**config.mk**
```make
export PLATFORM = sky130hd
export DESIGN_NAME = stream_rr_arbiter
export DESIGN_NICKNAME = d
export VERILOG_FILES = /design/src/rtl/stream_rr_arbiter.sv
export SDC_FILE = /design/constraint.sdc
export NUM_CORES = 1
export LEC_CHECK = 0
export ABC_CLOCK_PERIOD_IN_PS = 3400
export CAP_MARGIN = 40
export CORE_MARGIN = 5
export CORE_UTILIZATION = 38
export DETAILED_ROUTE_END_ITERATION = 10
export PLACE_DENSITY = 0.89
export SLEW_MARGIN = 20
export SYNTH_ARGS = -nofsm -noshare
export SYNTH_HDL_FRONTEND = slang
export SYNTH_SLANG_ARGS = --single-unit
```
**constraint.sdc**
```tcl
create_clock -name clk -period 3.4 [get_ports clk]
set_input_delay 0.85 -clock clk [delete_from_list [all_inputs] [get_ports clk]]
set_output_delay 0.85 -clock clk [all_outputs]
set_load 0.02 [all_outputs]
```
**src/rtl/stream_rr_arbiter.sv**
```systemverilog
// Round-robin packet arbiter: N_REQ ready/valid streams into one registered
// output stage, grant held for a whole packet, beats tagged with source index.
module stream_rr_arbiter #(
  parameter int N_REQ = 4,
  parameter int DATA_W = 32,
  localparam int SRC_W = (N_REQ > 1) ? $clog2(N_REQ) : 1
) (
  input  logic                    clk,
  input  logic                    rst,
  input  logic [N_REQ-1:0]        in_valid,
  output logic [N_REQ-1:0]        in_ready,
  input  logic [N_REQ*DATA_W-1:0] in_data,
  input  logic [N_REQ-1:0]        in_last,
  output logic                    out_valid,
  input  logic                    out_ready,
  output logic [DATA_W-1:0]       out_data,
  output logic                    out_last,
  output logic [SRC_W-1:0]        out_src
);

  logic [SRC_W-1:0]  rr_ptr;
  logic              lock;
  logic [SRC_W-1:0]  lock_id;

  logic [SRC_W-1:0]  grant;
  logic              has_grant;
  logic [SRC_W:0]    idx;
  logic              load_en;
  logic              go;
  logic              accept;
  logic [DATA_W-1:0] beat_data;
  logic              beat_last;
  logic [SRC_W-1:0]  next_ptr;

  // Search starts at rr_ptr and wraps; idx is one bit wider so the wrap
  // subtract works for any N_REQ, not only powers of two.
  always_comb begin
    grant = '0;
    has_grant = 1'b0;
    idx = '0;
    if (lock) begin
      grant = lock_id;
      has_grant = 1'b1;
    end else begin
      for (int k = 0; k < N_REQ; k++) begin
        idx = {1'b0, rr_ptr} + (SRC_W+1)'(k);
        if (idx >= (SRC_W+1)'(N_REQ))
          idx = idx - (SRC_W+1)'(N_REQ);
        if (!has_grant && in_valid[idx[SRC_W-1:0]]) begin
          has_grant = 1'b1;
          grant = idx[SRC_W-1:0];
        end
      end
    end
  end

  assign load_en = !out_valid || out_ready;
  assign go = has_grant && load_en && !rst;
  assign in_ready = go ? (N_REQ'(1) << grant) : '0;
  assign accept = go && in_valid[grant];
  assign beat_data = in_data[int'(grant)*DATA_W +: DATA_W];
  assign beat_last = in_last[grant];
  assign next_ptr = (grant == SRC_W'(N_REQ-1)) ? '0 : grant + 1'b1;

  always_ff @(posedge clk) begin
    if (rst) begin
      out_valid <= 1'b0;
      out_data <= '0;
      out_last <= 1'b0;
      out_src <= '0;
      rr_ptr <= '0;
      lock <= 1'b0;
      lock_id <= '0;
    end else if (accept) begin
      out_valid <= 1'b1;
      out_data <= beat_data;
      out_last <= beat_last;
      out_src <= grant;
      if (beat_last) begin
        lock <= 1'b0;
        rr_ptr <= next_ptr;
      end else begin
        lock <= 1'b1;
        lock_id <= grant;
      end
    end else if (out_ready) begin
      out_valid <= 1'b0;
    end
  end

endmodule

```
==> summary.md <==
| Metric | Value |
|---|---|
| Status | `finished, final reports clean` |
| Initial antenna violation count | `0` |
| Setup_tns | `0 ps` |
| Count of flip-flops with a built-in enable after synthesis | `0` |
| R2R depth | `18` |
| Crit-path max FO | `3` |
| Area delta synth->final | `76.68%` |
| Final wirelength | `roughly 11000 um` |
| Row count | `32` |
| Multi-input combinational cell area | `0.001979 mm2` |
| Synth Instances | `382` |
| Max IR drop VDD | `between 0.0006 and 0.0007 V` |
| Flop-to-flop setup slack | `slightly below 500 ps` |
| GP Congestion | `between 0.9 and 1` |
| Final min period | `3330 ps` |
| # DRC | `0` |
| Syn Std Cell Area | `between 0.002 and 0.003 mm2` |
| Detail Route Antenna Nets | `0` |
| Predominant post-synthesis flop cell | `dfxtp_1` |
| Port bufs | `178` |
| Max-cap viol count | `0` |
| Measured slew at the worst slew-check pin | `504.0 ps` |
| Die area | `0.009612 mm2` |
| Pwr dens | `803.9 mW/mm2` |
| Mux contribution to synthesized area | `1.105%` |
| CTS root buffer | `clkbuf_8` |
| Sequential area share after synthesis | `27.87%` |
| GR Overflow Total | `0` |
| Slew HR | `66.40%` |
| WS Path Type | `in2reg` |
| Nets | `717` |
| # fillers | `627` |
| Count of cell types in the netlist | `between 40 and 50` |
| Synth warnings | `0` |
| Antenna Cells | `0` |
| Max clock buf depth | `2` |
| Critical path required time | `between 3000 and 4000 ps` |
| FF/Latch Area | `820.8 um2` |
| Worst clock skew | `7.135 ps` |
| Final Max Tran Viols | `0` |
| CTS clock-pin slew for the worst setup and hold paths | `~80 ps` |
| Ports | `approximately 180` |
| Period utilization | `a little over nine tenths` |
| Core Area | `0.007647 mm2` |
| DR pass1 iterations | `4` |
| Starting Density | `38.51%` |
| Setup crit end | `lock_id[1]$_SDFFE_PP0P_` |
| Commonest non-fill, non-tap cell in the layout | `clkdlybuf4s50_1` |
| Unrepaired setup endpoints after global routing | `no` |
| Mapped Nets | `525` |
| Share of layout cells above drive strength 1 | `16.87%` |
| GRT Overall Usage | `23.42%` |
| First-pass GRT wire length | `18600 um` |
| Avg WL per Cell | `16.99 um` |
| Final setup vio count | `0` |
| FF-to-FF Start | `rr_ptr[0]$_SDFFE_PP0P_` |
| Total CTS buffers | `5` |
| Htree depth | `2` |
| Async S/R FF share, synth | `0%` |
| Leakage | `1.919 nW` |
| Vias in the first global route | `about 3800` |
| Syn_area_per_cell | `7.710 um2` |
| Post-Synth XOR/XNOR Area | `0%` |
| Max Clock Freq | `300.3 MHz` |
| Worst reg2reg endpoint | `lock_id[1]$_SDFFE_PP0P_` |
| Hold_buf cts | `0` |
| Clk_lat worst skew | `280 ps` |
| CP Capture Type | `flop` |
| Most frequent cells in the layout | `clkdlybuf4s50_1, nand2_1, dfxtp_1` |
| Clock sinks | `41` |
| Main combinational cell family by area after synthesis | `compound AO/OA/AOI/OAI gates` |
| Dpl hpwl | `8381 um` |
| Final hold vios | `0` |
| Initial drt markers | `110` |
| Die Width | `slightly below 100 um` |
| Arrival time worst endpoint | `around 3600 ps` |
| HP Class | `reg2reg` |
| Largest net degree at the start of global routing | `46` |
| Routed vias | `3705` |
| Compound-cell area share of the yosys netlist | `between 40% and 50%` |
| Post-Synth Adder-Cell Area | `under 10%` |
| Post-synthesis register bit count | `41` |
| CP Launch Type | `input pin` |
| Critical Path Source | `in_valid[0]` |
| Via/cell ratio | `5.473` |
| Pwr Total | `4.183 mW` |
| Simple logic cell fraction of the synthesized area | `between 20% and 30%` |
| CTS tree | `yes` |
| Die Y | `roughly 100 um` |
[state kept, by name, indices dropped and copies added, names as in the netlist]
name and count:
lock 1, lock_id 2, out_data 32, out_last 1, out_src 2, out_valid 1
rr_ptr 2
[routing by layer]
layer	wire (um)	track usage, %
met2	5746	41.88
met1	4441	25.82
met5	0	0
met4	366	9.052
met3	946	7.214
[cell usage after synthesis (3+ instances only)]
master / count / share of area (%)
nand2_2: 10 / 2.1
buf_6: 5 / 1.9
nor2_1: 8 / 1.0
a311o_1: 32 / 11
a21boi_0: 32 / 8.2
dfxtp_1: 41 / 28
nand2_1: 95 / 12
ha_1: 4 / 1.7
buf_2: 9 / 1.5
a211oi_1: 33 / 8.4
o21ai_0: 5 / 0.85
inv_1: 6 / 0.76
and2_1: 6 / 1.3
nand2b_1: 3 / 0.64
a21oi_1: 26 / 4.4
nor2b_1: 4 / 0.85
a311oi_1: 3 / 0.89
a21oi_2: 11 / 3.3
clkbuf_1: 20 / 2.5
[area by class of cell]
cell class | instances | share of cell area (%)
multi-input combinational | 298 | 38.04
clock buffer | 7 | 1.659
sequential | 41 | 15.77
clock inverter | 1 | 0.5771
tap | 102 | 2.453
timing repair buffer | 221 | 41.00
inverter | 7 | 0.5049
[how the worst min path moves through the flow]
stage                     cells past startpoint                        end  slack [ps]                 startpoint
after floorplan                               2   out_data[1]$_SDFFE_PP0P_         530   out_data[1]$_SDFFE_PP0P_
after detailed placement                      2   out_data[6]$_SDFFE_PP0P_         450   out_data[6]$_SDFFE_PP0P_
after global placement                        2   out_data[3]$_SDFFE_PP0P_         440   out_data[3]$_SDFFE_PP0P_
after global routing                          2  out_data[27]$_SDFFE_PP0P_         470  out_data[27]$_SDFFE_PP0P_
after CTS                                     2   out_data[6]$_SDFFE_PP0P_         460   out_data[6]$_SDFFE_PP0P_
final                                         2  out_data[30]$_SDFFE_PP0P_         460  out_data[30]$_SDFFE_PP0P_
[power by group]
part           total, mW  switching, mW  internal, mW
Clock              0.399          0.160         0.239
Combinational       2.99           1.63          1.36
Sequential         0.790          0.122         0.667
[repair_timing]
action | 4_1_cts | 5_1_grt
gates resized for setup | 44 | 1
setup endpoints to repair | 4 | 12
hold endpoints to repair | 0 | 0
gates cloned | 0 | 0
pin swaps | 6 | 0
setup buffers | 15 | 0
[kinds of logic (layout without fill, tap and decap cells)]
logic type | after synthesis | count (layout)
and+or+nand+nor | 136 | 136
muxes | 3 | 3
buffers and inverters | 43 | 236
adders and majority gates | 4 | 4
AOI/OAI and AO/OA | 155 | 155
DFF | 41 | 41
[metrics by stage]
step	hold slack (ps)	util, %	instance area [um2]	instances	setup WS [ps]
after floorplan	532.7	-	2945	382	151.7
after global placement	442.1	64.15	4906	654	-518.0
after detailed placement	446.1	64.15	4906	654	-594.7
after CTS	457.2	68.00	5200	677	91.86
after global routing	473.4	68.05	5204	677	7.667
final	457.3	68.05	5204	677	70.41
[worst max-delay path: stages]
cell,delay [ps]
dlygate4sd2_1,250
nor2b_4,130
buf_4,150
o211a_1,240
a221oi_4,250
inv_2,100
buf_4,140
buf_4,120
buf_4,120
buf_4,130
buf_4,120
buf_4,130
buf_4,120
buf_4,120
buf_4,130
buf_4,120
buf_4,120
nand3_1,60
and3b_1,150
Note: power is estimated with default switching activity, not from simulation.
